==> config.mk <==
export PLATFORM = sky130hd
export DESIGN_NAME = bullet_collide
export DESIGN_NICKNAME = d
export VERILOG_FILES = /design/src/rtl/bullet_collide.sv
export SDC_FILE = /design/constraint.sdc
export NUM_CORES = 1
export LEC_CHECK = 0
export CAP_MARGIN = 20
export CORE_ASPECT_RATIO = 0.9
export CORE_MARGIN = 5
export CORE_UTILIZATION = 50
export CTS_BUF_LIST = sky130_fd_sc_hd__clkbuf_4 sky130_fd_sc_hd__clkbuf_8 sky130_fd_sc_hd__clkbuf_16
export CTS_CLUSTER_SIZE = 25
export DETAILED_ROUTE_END_ITERATION = 8
export PLACE_DENSITY = 0.84
export REMOVE_ABC_BUFFERS = 1
export SLEW_MARGIN = 40
export SYNTH_ARGS = -nofsm -noshare
export SYNTH_HDL_FRONTEND = slang
export SYNTH_SLANG_ARGS = --single-unit
==> constraint.sdc <==
create_clock -name frame_clk -period 11.4 [get_ports frame_clk]
set_clock_uncertainty 0.1 [all_clocks]
set_input_delay 2.85 -clock frame_clk [delete_from_list [all_inputs] [get_ports frame_clk]]
set_output_delay 2.85 -clock frame_clk [all_outputs]
set_load 0.1 [all_outputs]
==> src/rtl/bullet_collide.sv <==
// Bullet-versus-meteor collision stage: detects overlap, emits one hit per bullet
// flight, reports the lowest-index killed meteor and keeps a saturating BCD score.
module bullet_collide #(
  parameter int          NUM_METEORS    = 4,
  parameter int          POINTS_PER_HIT = 1,
  parameter logic [15:0] SCORE_MAX      = 16'h9999
) (
  input  logic                      frame_clk,
  input  logic                      Reset,
  input  logic                      bullet_active,
  input  logic [9:0]                bullet_X,
  input  logic [9:0]                bullet_Y,
  input  logic [9:0]                bullet_size,
  input  logic [10*NUM_METEORS-1:0] meteor_X,
  input  logic [10*NUM_METEORS-1:0] meteor_Y,
  input  logic [10*NUM_METEORS-1:0] meteor_size,
  input  logic [NUM_METEORS-1:0]    meteor_alive,
  output logic                      bullet_hit,
  output logic [NUM_METEORS-1:0]    meteor_kill,
  output logic [15:0]               score,
  output logic [7:0]                hit_count,
  output logic [1:0]                fsm_state
);

  typedef enum logic [1:0] {
    ARMED      = 2'd0,
    HIT        = 2'd1,
    WAIT_CLEAR = 2'd2
  } state_t;

  state_t                   state_q, state_d;
  logic [NUM_METEORS-1:0]   overlap;
  logic [NUM_METEORS-1:0]   kill_d;
  logic                     hit_event;
  logic [15:0]              score_sum, score_next;
  logic [4:0]               digit_sum;
  logic [3:0]               carry;

  logic [10:0] bx, by, bs;
  assign bx = {1'b0, bullet_X};
  assign by = {1'b0, bullet_Y};
  assign bs = {1'b0, bullet_size};

  // 11-bit distances and limits so neither the difference nor the sum can wrap.
  for (genvar i = 0; i < NUM_METEORS; i++) begin : g_slot
    logic [10:0] mx, my, ms, dx, dy, lim;
    assign mx = {1'b0, meteor_X[10*i +: 10]};
    assign my = {1'b0, meteor_Y[10*i +: 10]};
    assign ms = {1'b0, meteor_size[10*i +: 10]};
    assign dx = (bx >= mx) ? (bx - mx) : (mx - bx);
    assign dy = (by >= my) ? (by - my) : (my - by);
    assign lim = bs + ms;
    assign overlap[i] = meteor_alive[i] & (dx < lim) & (dy < lim);
  end

  // Descending scan so the lowest overlapping index is the one left standing.
  always_comb begin
    kill_d = '0;
    for (int i = NUM_METEORS - 1; i >= 0; i--) begin
      if (overlap[i]) begin
        kill_d    = '0;
        kill_d[i] = 1'b1;
      end
    end
  end

  // Ripple BCD add; a carry out of the top digit or a result above the cap saturates.
  always_comb begin
    score_sum = '0;
    digit_sum = '0;
    carry     = 4'(POINTS_PER_HIT);
    for (int d = 0; d < 4; d++) begin
      digit_sum = {1'b0, score[4*d +: 4]} + {1'b0, carry};
      if (digit_sum > 5'd9) begin
        score_sum[4*d +: 4] = 4'(digit_sum - 5'd10);
        carry               = 4'd1;
      end else begin
        score_sum[4*d +: 4] = digit_sum[3:0];
        carry               = 4'd0;
      end
    end
    if ((carry != 4'd0) || (score_sum > SCORE_MAX)) score_next = SCORE_MAX;
    else                                            score_next = score_sum;
  end

  // bullet_hit is a one-cycle notification; the bullet stage acknowledges it by
  // dropping bullet_active, and WAIT_CLEAR waits for that drop before re-arming.
  always_comb begin
    state_d   = state_q;
    hit_event = 1'b0;
    case (state_q)
      ARMED: begin
        if (bullet_active && (|overlap)) begin
          hit_event = 1'b1;
          state_d   = HIT;
        end
      end
      HIT:        state_d = WAIT_CLEAR;
      WAIT_CLEAR: if (!bullet_active) state_d = ARMED;
      default:    state_d = ARMED;
    endcase
  end

  always_ff @(posedge frame_clk) begin
    if (Reset) begin
      state_q     <= ARMED;
      bullet_hit  <= 1'b0;
      meteor_kill <= '0;
      score       <= '0;
      hit_count   <= '0;
    end else begin
      state_q     <= state_d;
      bullet_hit  <= hit_event;
      meteor_kill <= hit_event ? kill_d : '0;
      if (hit_event) begin
        score     <= score_next;
        hit_count <= hit_count + 8'd1;
      end
    end
  end

  assign fsm_state = state_q;

endmodule
## Yosys cells after proc, flatten, opt, wreduce, memory -nomap -nowiden

Index checks and enable logic that the tools add are counted.

- Flip-flop bits (word level): 31
- Bits of input ports: 157
- Output and inout port bits: 31

- Bitwise logic cells: 9
- Eq/ne operators: 4
- Magnitude comparators: 21
- Mux-type cells: 26
- Add/subtract/negate cells: 29
- Reduce and logical (&&, ||, !) cells: 10

Operators with widths:

| cell | number |
|---|---|
| subtractor 10 x 10 -> 11 bit | 16 |
| less-than comparator 11 bit | 8 |
| two-way mux 11 bit | 8 |
| >= comparator 10 bit | 8 |
| adder 10 x 10 -> 11 bit | 4 |
| greater-than comparator 5 x 4 -> 1 bit (second input constant) | 4 |
| two-way mux 4 bit | 5 |
| greater-than comparator 16 bit (second input constant) | 1 |
| two-way mux 16 bit | 1 |
| subtractor 4 bit (second input constant) | 4 |
| adder 4 x 1 -> 5 bit | 3 |
| adder 8 x 1 -> 8 bit (second input constant) | 1 |
| bitwise AND 1 bit | 8 |
| OR reduction 4 bit | 2 |
| two-way mux 1 bit | 7 |
| two-way mux 2 bit | 3 |
| one-hot mux 2 bit (3 select lines) | 1 |
| adder 4 x 1 -> 5 bit (second input constant) | 1 |
| OR reduction 5 bit | 1 |
| inequality test 2 bit (second input constant) | 2 |
| nonzero test 4 bit | 1 |
| two-way mux 3 bit | 1 |
| OR reduction 3 bit | 1 |
| equality test 2 x 1 -> 1 bit (second input constant) | 1 |
| 7 further kinds | 7 |

## Logic depth before layout (Yosys ltp)

- Depth after elaboration: 15
- Depth in mapped cells: 32

## Least setup slack after synthesis

No wires, ideal clock.

- Path type: input-to-reg
- Start point: input bullet_Y[1]
- End point: register hit_count[4]
- Slack: 3906 ps
- Library setup time: 67 ps
- Stages on the path: 20
- Arrival time: 7327 ps
- Required time: 11233 ps
- Cell sequence: inv_1 > ha_1 > a311oi_1 > nand3_1 > a221oi_2 > mux2_2 > a22o_1 > a41o_1 > nand4_1 > nand3_1 > a221oi_1 > ha_1 > and4_1 > a221oi_1 > nand4_1 > a31oi_1 > buf_2 > nand4_1 > xor2_1 > nor2_1

- Word-level cells in the longest chain between the ends: 8
- Elaborated cells between the ends (all ways): 28
- Classes of those cells: add/sub: 8; order compare: 8; mux: 6; bitwise: 4; reduce/logical: 2

RTL lines:

| what | RTL line | text |
|---|---|---|
| from (decl) | 12 | `input logic [9:0] bullet_Y,` |
| subtractor 10 x 10 -> 11 bit or >= comparator 10 bit (tied branches) | 51 | `assign dy = (by >= my) ? (by - my) : (my - by);` |
| two-way mux 11 bit | 51 |  |
| less-than comparator 11 bit | 53 | `assign overlap[i] = meteor_alive[i] & (dx < lim) & (dy < lim);` |
| bitwise AND 1 bit | 53 |  |
| OR reduction 4 bit (*) | 93 | `if (bullet_active && (\|overlap)) begin` |
| logical AND 1 bit (*) | 93 |  |
| two-way mux 1 bit (*) | 93 |  |
| two-way mux 1 bit (*) | 91 | `case (state_q)` |
| to (signal assigned) | 117 | `hit_count <= hit_count + 8'd1;` |
| to (decl) | 21 | `output logic [7:0] hit_count,` |

Every way passes the cells marked *; elsewhere a longest branch is shown, timed or not.
A chain may end at the register's enable or synchronous reset.

## Worst setup path after layout

- Start point: input bullet_Y[1]
- End point: register meteor_kill[2]

- Word-level cells in the longest chain between the ends: 10
- Elaborated cells between the ends (all ways): 31
- Classes of those cells: add/sub: 8; order compare: 8; mux: 7; bitwise: 5; reduce/logical: 3

RTL lines:

| what | RTL line | text |
|---|---|---|
| subtractor 10 x 10 -> 11 bit or >= comparator 10 bit (tied branches) | 51 |  |
| two-way mux 11 bit | 51 |  |
| less-than comparator 11 bit | 53 |  |
| bitwise AND 1 bit | 53 |  |
| OR reduction 4 bit | 93 |  |
| logical AND 1 bit | 93 |  |
| two-way mux 1 bit | 93 |  |
| two-way mux 1 bit | 91 |  |
| NOT 1 bit (no source line) | - |  |
| OR reduction 4 bit (no source line) | - |  |
| to (signal assigned) | 114 | `meteor_kill <= hit_event ? kill_d : '0;` |
| to (decl) | 19 | `output logic [NUM_METEORS-1:0] meteor_kill,` |

Several ways; a longest one is shown, not always the timed one.

==> flow_metrics.py <==
metrics = {
    "synthesis": {
        "synth_cell_type_count": 79,
        "post_synth.cell_area_avg_um2": 7.72,
        "async_flop_share_pct": 0,
        "netlist_instances": 1565,
        "ys_seq_elements": 31,
        "yosysWarnings": 0,
        "synth_area_mm2": 0.0121,
        "ys_seq_area_share_pct": 5.14,
        "synthFlopType": "dfxtp_1",
        "synth_enable_flop_cells": 0,
    },
    "clocking": {
        "clock-sinks": 31,
        "cts_tree": "done",
        "clockBufferDepth": 2,
        "hold_buffers": 0,
        "insertion_delay_ns": 0.28,
        "postCtsSetupRepairBufs": 0,
        "cts_resized": 0,
        "h-tree-depth": 2,
        "cts_inserted_buffers": 5,
        "path_clk_slew_ns": 0.05,
        "clockRootBuffer": "clkbuf_16",
    },
    "critical_path": {
        "r2r.worst_path.cells": 28,
        "cpPeakStageDelay_ns": 0.80,
        "critical_path_required_ns": 11.52,
        "crit_fanout": 20,
        "slowest_stage": "clkdlybuf4s50_1",
        "worstSetupPathType": "in2reg",
        "worstPathArrival_ns": 9.27,
        "cp-end-kind": "register",
        "worstPathCellList": "clkdlybuf4s50_1, inv_1, ha_1, a311oi_1, nand3_1, a221oi_2, mux2_2, a22o_1, a41o_1, nand4_1, nand3_1, a221oi_1, ha_1, and4_1, a221oi_1, nand4_1, a31oi_4, and2_1, nor2b_1, and3b_1",
        "worstSetupStartpointType": "primary input",
    },
    "pwr": {
        "ir_worst_vdd_mv": 0.0699,
        "power_density_mw_per_mm2": 95.5,
        "p_leak_uw": 0.00701,
    },
    "layout": {
        "nets": 2183,
        "ff_latch_area_um2": 621,
        "drive_gt1_share_pct": 5.66,
        "multi_input_area_mm2": 0.0105,
        "fill_cells": 2091,
        "synthToLayoutAreaGrowth_pct": 17.4,
        "antennaDiodeCount": 0,
    },
    "sta": {
        "setup_tns_ns": 0,
        "finalCriticalPeriod_ns": 9.15,
        "worst_slew_pin_slew_ns": 0.816,
        "relSlewSlack_pct": 45.6,
        "rsz0062_at_grt": "false",
        "holdWs_ns": 0.416,
        "finalMaxSlewViolations": 0,
        "post-route-period-util_pct": 80.3,
        "max_clock_freq_mhz": 109,
        "hold_violations": 0,
        "setup_slack_ns": 2.25,
        "setup_viol": 0,
    },
    "drt": {
        "drt-total-wl_um": 36700,
        "drt_iter0_drc": 877,
        "antenna_left": 0,
        "firstDrtPassIters": 5,
        "post_drt_wl_per_cell_um": 18.2,
        "via_count": 12100,
        "viasPerCell": 5.97,
        "drc": 0,
    },
    "die": {
        "die_area_mm2": 0.0274,
        "ios": 188,
        "rows": 54,
        "initial_core_util_pct": 50.2,
        "dieHeight_um": 157,
        "core_area_mm2": 0.0241,
        "die_x_um": 174,
    },
    "outcome": {
        "status": "finished clean",
    },
    "place": {
        "gp_congestion": 0.997,
        "dpl_worst_slack_ns": 2.02,
        "io_buffers": 187,
        "hpwl_um": 31900,
    },
    "hold_path": {
        "holdPathStages": 2,
        "hp-class": "reg2reg",
    },
    "grt": {
        "grt_pass1_vias": 11800,
        "grtUsageTotal_pct": 25.6,
        "grt_pass1_wl_um": 58100,
        "grt-ovfl-total": 0,
        "grt_antenna_before_repair": 1,
        "grt_max_degree": 28,
    },
    "flow_run": {
        "cap_violations": 0,
    },
}
power breakdown:
group | switching, uW | internal (uW)
Clock | 49.7 | 109
Sequential | 22.1 | 122
Combinational | 621 | 432
Total | 693 | 662
area by class of cell:
type                            instances  area share, %
Clock inverter                          2          0.247
Timing Repair Buffer                  191           12.4
Inverter                              188           4.97
Clock buffer                            6          0.979
Sequential cell                        31           4.37
Tap cell                              308           2.72
Multi-Input combinational cell       1297           74.3
state kept, by name (all words and copies together), names as in the netlist:
name         flops
meteor_kill      4
fsm_state        2
hit_count        8
score           16
bullet_hit       1
critical path: cells and delay by family:
family,cells,cell delay (ns)
compound gates,7,2.59
fa+ha+maj,2,0.74
buf+inv,2,1.18
mux,1,0.43
simple gates,8,1.47
per-stage QoR:
step           area, um^2  total power [uW]  utilization [%]  cells
2_1_floorplan       11800               893                -   1516
3_3_place_gp        14100              1150             58.8   2014
3_5_place_dp        14000              1180             58.3   2015
4_1_cts             14200              1350             59.0   2023
5_1_grt             14200              1470             59.0   2023
6_report            14200              1360             59.0   2023
placed cells by master, fill, tap and decap left out, types with 20 or more instances in the layout:
cell	count
ha_1	292
mux2i_1	38
dfxtp_1	31
a21oi_1	151
xor2_1	34
clkdlybuf4s50_1	156
inv_1	188
o21ai_0	57
o21bai_1	40
fa_1	20
nor2_1	75
a211oi_1	29
nand4_1	21
buf_2	31
a21o_1	57
nand2_1	104
xnor2_1	77
cells by family after synthesis:
logic type	after synthesis	synth area share, %
mux	58	5.01
flops	31	5.14
buf+inv	237	7.82
xor+xnor	111	8.04
simple gates	323	13.0
fa+ha+maj	312	33.5
compound gates	493	27.4
layer usage:
| metal | up-vias | wire (um) | track usage, % |
|---|---|---|---|
| li1 | 5892 | - | - |
| met1 | 5655 | 16200 | 33.7 |
| met2 | 474 | 17000 | 44.6 |
| met3 | 64 | 2570 | 3.03 |
| met4 | 2 | 965 | 6.94 |
| met5 | - | 12 | 0 |
synth_stat cells, drive strengths merged (21+ instances only):
cell type / instances / share of area [%]
inv: 188 / 5.8
xnor2: 77 / 5.6
a211oi: 31 / 2.0
mux2i: 38 / 3.1
a21oi: 153 / 6.4
xor2: 34 / 2.5
o21ai: 71 / 3.1
nand2: 105 / 3.3
dfxtp: 31 / 5.1
ha: 292 / 30
nand4: 21 / 1.1
buf: 32 / 1.4
nor2: 75 / 2.3
a21o: 57 / 3.5
o21bai: 40 / 2.5
final timing paths:
path / slack, ns / from / end
setup reg to reg: 4.06 / score[0] / score[1]
setup / recovery: 2.25 / bullet_Y[1] / meteor_kill[2]
hold reg to reg: 0.42 / hit_count[7] / hit_count[7]
hold / removal: 0.42 / hit_count[7] / hit_count[7]
Note: power is estimated with default switching activity, not from simulation.
